$ cat src/rtl/vga_sprite_gen.sv
// ============================================================================
// vga_sprite_gen : bouncing square sprite overlaid on a VGA pixel stream,
//                  two-stage pixel pipeline; optional white frame border
//                  when VGA_BORDER_EN is defined.
// Revision       : 1.0
// ============================================================================
`default_nettype none

module vga_sprite_gen #(
  parameter int          H_DISP    = 640,
  parameter int          V_DISP    = 480,
  parameter int          BOX_SIZE  = 32,
  parameter int          STEP      = 2,
  parameter logic [11:0] BOX_COLOR = 12'hF00,
  parameter logic [11:0] BG_COLOR  = 12'h00F
) (
  input  logic        clk_i,
  input  logic        rst_i,
  input  logic        hsync_i,
  input  logic        vsync_i,
  input  logic        disp_active_i,
  input  logic [10:0] xcol_i,
  input  logic [10:0] yrow_i,
  input  logic        move_en_i,
  output logic        hsync_o,
  output logic        vsync_o,
  output logic [3:0]  red_o,
  output logic [3:0]  green_o,
  output logic [3:0]  blue_o,
  output logic        frame_tick_o
);

  localparam logic [12:0] c_H_DISP = 13'(H_DISP);
  localparam logic [12:0] c_V_DISP = 13'(V_DISP);
  localparam logic [12:0] c_BOX    = 13'(BOX_SIZE);
  localparam logic [12:0] c_STEP   = 13'(STEP);
  localparam logic [10:0] c_X_MAX  = 11'(H_DISP - BOX_SIZE);
  localparam logic [10:0] c_Y_MAX  = 11'(V_DISP - BOX_SIZE);
  localparam logic [10:0] c_STEP11 = 11'(STEP);

  logic [10:0] r_box_x, r_box_y;
  logic        r_dir_x, r_dir_y;
  logic        r_vs_prev, r_tick;
  logic        r_hit, r_act;
  logic [1:0]  r_hs_d, r_vs_d;
  logic [11:0] r_rgb;

  logic [10:0] w_nx, w_ny;
  logic        w_ndx, w_ndy;
  logic        w_tick, w_hit;
  logic [12:0] w_bx, w_by, w_xc, w_yr;

  assign w_tick = r_vs_prev & ~vsync_i;
  assign w_bx   = {2'b00, r_box_x};
  assign w_by   = {2'b00, r_box_y};
  assign w_xc   = {2'b00, xcol_i};
  assign w_yr   = {2'b00, yrow_i};

  // 13-bit sums leave headroom so box + size + step can never wrap
  always_comb begin
    w_nx  = r_box_x;
    w_ny  = r_box_y;
    w_ndx = r_dir_x;
    w_ndy = r_dir_y;
    if (r_dir_x) begin
      if (w_bx + c_BOX + c_STEP > c_H_DISP) begin
        w_nx  = c_X_MAX;
        w_ndx = 1'b0;
      end else begin
        w_nx  = r_box_x + c_STEP11;
      end
    end else begin
      if (w_bx < c_STEP) begin
        w_nx  = 11'd0;
        w_ndx = 1'b1;
      end else begin
        w_nx  = r_box_x - c_STEP11;
      end
    end
    if (r_dir_y) begin
      if (w_by + c_BOX + c_STEP > c_V_DISP) begin
        w_ny  = c_Y_MAX;
        w_ndy = 1'b0;
      end else begin
        w_ny  = r_box_y + c_STEP11;
      end
    end else begin
      if (w_by < c_STEP) begin
        w_ny  = 11'd0;
        w_ndy = 1'b1;
      end else begin
        w_ny  = r_box_y - c_STEP11;
      end
    end
  end

  assign w_hit = disp_active_i &
                 (w_xc >= w_bx) & (w_xc < w_bx + c_BOX) &
                 (w_yr >= w_by) & (w_yr < w_by + c_BOX);

  always_ff @(posedge clk_i or posedge rst_i) begin
    if (rst_i) begin
      r_box_x   <= 11'd0;
      r_box_y   <= 11'd0;
      r_dir_x   <= 1'b1;
      r_dir_y   <= 1'b1;
      r_vs_prev <= 1'b1;
      r_tick    <= 1'b0;
    end else begin
      r_vs_prev <= vsync_i;
      r_tick    <= w_tick;
      if (w_tick && move_en_i) begin
        r_box_x <= w_nx;
        r_box_y <= w_ny;
        r_dir_x <= w_ndx;
        r_dir_y <= w_ndy;
      end
    end
  end

`ifdef VGA_BORDER_EN
  logic r_edge;
  always_ff @(posedge clk_i or posedge rst_i) begin
    if (rst_i) begin
      r_edge <= 1'b0;
    end else begin
      r_edge <= (xcol_i == 11'd0) | (xcol_i == 11'(H_DISP - 1)) |
                (yrow_i == 11'd0) | (yrow_i == 11'(V_DISP - 1));
    end
  end
`endif

  always_ff @(posedge clk_i or posedge rst_i) begin
    if (rst_i) begin
      r_hit  <= 1'b0;
      r_act  <= 1'b0;
      r_hs_d <= 2'b11;
      r_vs_d <= 2'b11;
      r_rgb  <= 12'h000;
    end else begin
      r_hit  <= w_hit;
      r_act  <= disp_active_i;
      r_hs_d <= {r_hs_d[0], hsync_i};
      r_vs_d <= {r_vs_d[0], vsync_i};
      if (!r_act) begin
        r_rgb <= 12'h000;
`ifdef VGA_BORDER_EN
      end else if (r_edge) begin
        r_rgb <= 12'hFFF;
`endif
      end else if (r_hit) begin
        r_rgb <= BOX_COLOR;
      end else begin
        r_rgb <= BG_COLOR;
      end
    end
  end

  assign hsync_o      = r_hs_d[1];
  assign vsync_o      = r_vs_d[1];
  assign red_o        = r_rgb[11:8];
  assign green_o      = r_rgb[7:4];
  assign blue_o       = r_rgb[3:0];
  assign frame_tick_o = r_tick;

endmodule

`default_nettype wire
$ cat config.mk
export PLATFORM = sky130hd
export DESIGN_NAME = vga_sprite_gen
export DESIGN_NICKNAME = d
export VERILOG_FILES = /design/src/rtl/vga_sprite_gen.sv
export SDC_FILE = /design/constraint.sdc
export NUM_CORES = 1
export LEC_CHECK = 0
export CAP_MARGIN = 15
export CORE_MARGIN = 2
export CORE_UTILIZATION = 56
export DETAILED_ROUTE_END_ITERATION = 10
export PLACE_DENSITY = 0.81
export SYNTH_ARGS = -nofsm -noshare
export SYNTH_HDL_FRONTEND = slang
export SYNTH_SLANG_ARGS = --single-unit
$ cat constraint.sdc
create_clock -name clk_i -period 2.9 [get_ports clk_i]
set_input_delay 0.435 -clock clk_i [delete_from_list [all_inputs] [get_ports clk_i]]
set_output_delay 0.435 -clock clk_i [all_outputs]
set_load 0.01 [all_outputs]
==> summary.md <==
| Metric | Value |
|---|---|
| Largest family of logic cells by synthesized area | compound AO/OA/AOI/OAI gates |
| Die ar. | 0.00634 sq mm |
| Overflow after GRT | 0 |
| Total wire length | 7540 um |
| R2r setup slk | 0.15 ns |
| Overall routing resource usage | 25.1% |
| Switch Pwr | 1.13 mW |
| Synth Area in XOR/XNOR | 4.65% |
| Largest area contributor in the netlist | dfrtp_1 |
| Clock root buffer | clkbuf_8 |
| Critical path arrival | 2.93 ns |
| ANT cells | 0 |
| Top_reg_cell synth | dfrtp_1 |
| Synth top area cells | dfrtp_1, ha_1, o21ai_0 |
| Hpwl dp | 5800 um |
| Post-synth top cells | ha_1, o21ai_0, inv_1 |
| P_int | 1.38 mW |
| Comb pwr share | 56.2% |
| Final setup violation count | 0 |
| Cells on worst reg2reg path | 10 |
| Input/output buffers | 36 |
| Slew margin rel. | 66.9% |
| Via Count | 3057 |
| Final hold vios | 0 |
| Simple-Gate Fraction of Synth Area | 19.6% |
| Mux cell area share after synthesis | 0.664% |
| Critical-path top delay cell | dfrtp_2 |
| Synthesized flop and latch total | 31 |
| Core area | 0.00551 sq mm |
| Largest net degree at the start of global routing | 32 |
| Switching part of the total | 45.0% |
| I/O pins | 43 |
| Startpoint Class | flop |
| Worst Max-Slew Pin Slew | 0.493 ns |
| CTS tree | done |
| GPL Wtd Cong | 0.891 |
| Req. time, crit path | 3.08 ns |
| Cts bufs inserted | 5 |
| Capturing point of the worst reg2reg path | r_box_x[7]$_DFFE_PP0P_ |
| Maximum vdd drop | 0.000457 V |
| Syn_area_per_cell | 8.13 sq um |
| Initial antenna violation count | 0 |
| Status | complete, no violations |
| Post-synth EDFFs | 0 |
| Count leader, synth | ha_1 |
| Final nets | 491 |
| RR Startpoint | r_box_x[6]$_DFFE_PP0P_ |
| Fraction of layout cells with a size suffix above 1 | 8.53% |
| Part of the power in registers | 29.1% |
| Worst Hold End | r_hs_d[1]$_DFF_PP1_ |
| Synth warnings | 0 |
| Die height | 79.6 um |
| Post-synthesis adder-cell area fraction | 16.4% |
| Syn Std Cell Area | 0.00320 sq mm |
| Fin Setup TNS | 0 ns |
| CTS sink count | 31 |
| Critical setup path kind | flop to flop |
| Leak | 1.54 nW |
| Max Freq | 364 MHz |
| Routed len/inst | 15.3 um |
| Tcrit/Tclk final | 94.9% |
| Post-layout min period | 2.75 ns |
| Post-Syn Instances | 394 |
| Critical Path Max Stage Delay | 0.42 ns |
| Max-cap viol count | 0 |
| DIE WIDTH | 79.6 um |
| Via-per-instance ratio | 6.19 |
| Crit path max-delay family | compound AO/OA/AOI/OAI gates |
| Synth unique cells | 60 |
| Worst Path Max Fanout | 13 |
| Initial DRC count | 282 |
| Post-route clock skew | 0.00631 ns |
| Clk_lat worst skew | 0.28 ns |
| Global-route wire length before repair | 12800 um |
| PwrDens | 683 mW/mm^2 |
| Fillers | 458 |
| Drc violations | 0 |
| Bufs and invs on worst path | 2 |
| Count of final max-slew check failures | 0 |
| First-pass detailed-route iteration total | 5 |
| Final ANT Viol Nets | 0 |
| Sequential element share of the synthesized area | 24.5% |
| Synth Area in Compound Gates | 24.9% |
| Crit-path cells | inv_1, ha_1, and4b_1, o21ai_0, a2111oi_2, o21ai_1, a211oi_2, buf_4, a311oi_1, a211oi_1 |
| Area Overhead vs Synth | 15.0% |
| Crit. End Element | flop |
| Hold WC Path Type | flop to flop |
| CTS Buffer Depth | 2 |
| Worst Hold Launch | r_hs_d[0]$_DFF_PP1_ |
| Starting Density | 58.1% |
| Vias in the first global route | 2812 |
| Post-route cell area | 0.00368 sq mm |
| Yosys top cell area share | 19.5% |
| Part of the power in the clock network | 14.8% |
| Dpl cell area | 0.00357 sq mm |
| Clk slew on worst S/H paths | 0.07 ns |
| Hold depth | 0 |
| Async S/R FF share, synth | 100% |
| Site Rows | 27 |
| H-tree depth | 2 |
## worst max path at each step
stage / endpoint / slack (ns) / cells past startpoint / start
detailed placement: r_box_x[7]$_DFFE_PP0P_ / 0.007 / 10 / r_box_x[6]$_DFFE_PP0P_
global route: r_box_x[7]$_DFFE_PP0P_ / -0.06 / 10 / r_box_x[6]$_DFFE_PP0P_
CTS: r_box_x[7]$_DFFE_PP0P_ / 0.06 / 10 / r_box_x[6]$_DFFE_PP0P_
global placement: r_box_x[5]$_DFFE_PP0P_ / 0.13 / 10 / r_box_x[6]$_DFFE_PP0P_
finish: r_box_x[7]$_DFFE_PP0P_ / 0.15 / 10 / r_box_x[6]$_DFFE_PP0P_
floorplan: r_box_x[5]$_DFFE_PP0P_ / 0.38 / 11 / r_box_x[5]$_DFFE_PP0P_
## metal layers
layer / GRT usage (%) / up-vias / part of all wire (%) / wire length (um)
met5: 0 / - / 0 / 0
met4: 6.38 / 0 / 1.1 / 80
met3: 4.75 / 11 / 7.3 / 553
met2: 39.5 / 131 / 46 / 3500
met1: 35.3 / 1423 / 45 / 3400
li1: - / 1492 / - / -
## area by class of cell
type / instances / area [sq um] / area share [%]
well taps: 72 / 90.1 / 2.45
multi-input cells: 306 / 2150 / 58.3
repair buffers: 48 / 450 / 12.2
flip-flops and latches: 31 / 786 / 21.3
clock buffers: 8 / 100 / 2.72
inverters: 29 / 109 / 2.96
## cell families (layout without fill, tap and decap cells)
group                    after synthesis  in the layout
adder cells (fa/ha/maj)               42             42
AO/OA/AOI/OAI                        119            119
buffers and inverters                 60             85
flip-flops                            31             31
AND/OR/NAND/NOR                      122            122
other                                  1              4
XOR/XNOR                              17             17
multiplexers                           2              2
## metrics by stage
| step | hold WS (ns) | std cells | power, mW | utilization [%] | setup slack, ns |
|---|---|---|---|---|---|
| finish | 0.357 | 494 | 2.52 | 66.9 | 0.149 |
| floorplan | 0.345 | 397 | 1.76 | - | 0.377 |
| CTS | 0.358 | 494 | 2.49 | 66.6 | 0.0624 |
| global placement | 0.347 | 486 | 2.03 | 64.8 | 0.130 |
| global route | 0.365 | 494 | 2.76 | 66.9 | -0.0600 |
| detailed placement | 0.349 | 486 | 2.10 | 64.8 | 0.00722 |
## repair_timing
item,4_1_cts,5_1_grt
setup buffers,0,0
hold buffers,0,0
pin swaps,0,2
endpoints found under the setup margin,1,6
resized for setup,1,7
## registers in the layout (all words and copies together) (netlist names)
| register | cells |
|---|---|
| r_box_x | 10 |
| r_vs_d | 2 |
| r_dir_x | 1 |
| r_box_y | 10 |
| frame_tick_o | 1 |
| r_rgb | 2 |
| r_hs_d | 2 |
| r_hit | 1 |
| r_act | 1 |
| r_dir_y | 1 |
## power groups by stage
stage / Clock (mW) / Sequential [mW] / Combinational, mW
3_5_place_dp: 0 / 0.728 / 1.37
6_report: 0.372 / 0.731 / 1.41
5_1_grt: 0.395 / 0.751 / 1.61
3_3_place_gp: 0 / 0.718 / 1.31
4_1_cts: 0.378 / 0.720 / 1.39
2_1_floorplan: 0 / 0.615 / 1.15
## cells in the final DEF (no fill, tap or decap), types with 5 or more instances in the layout
cell	synthesis	routed
ha_1	42	42
clkdlybuf4s50_1	0	36
o21ai_0	32	31
inv_1	29	29
nor2_1	26	26
nand2_1	24	24
dfrtp_1	25	23
a21oi_1	20	20
xnor2_1	16	16
nand3_1	16	16
nor3_1	15	15
a31oi_1	14	14
buf_4	10	12
o21a_1	8	8
clkbuf_8	0	7
o221ai_1	6	6
dfstp_2	6	6
or3_1	5	5
nor2b_1	5	5
a211oi_1	5	5
No activity file was read; power rests on OpenSTA's default activity.
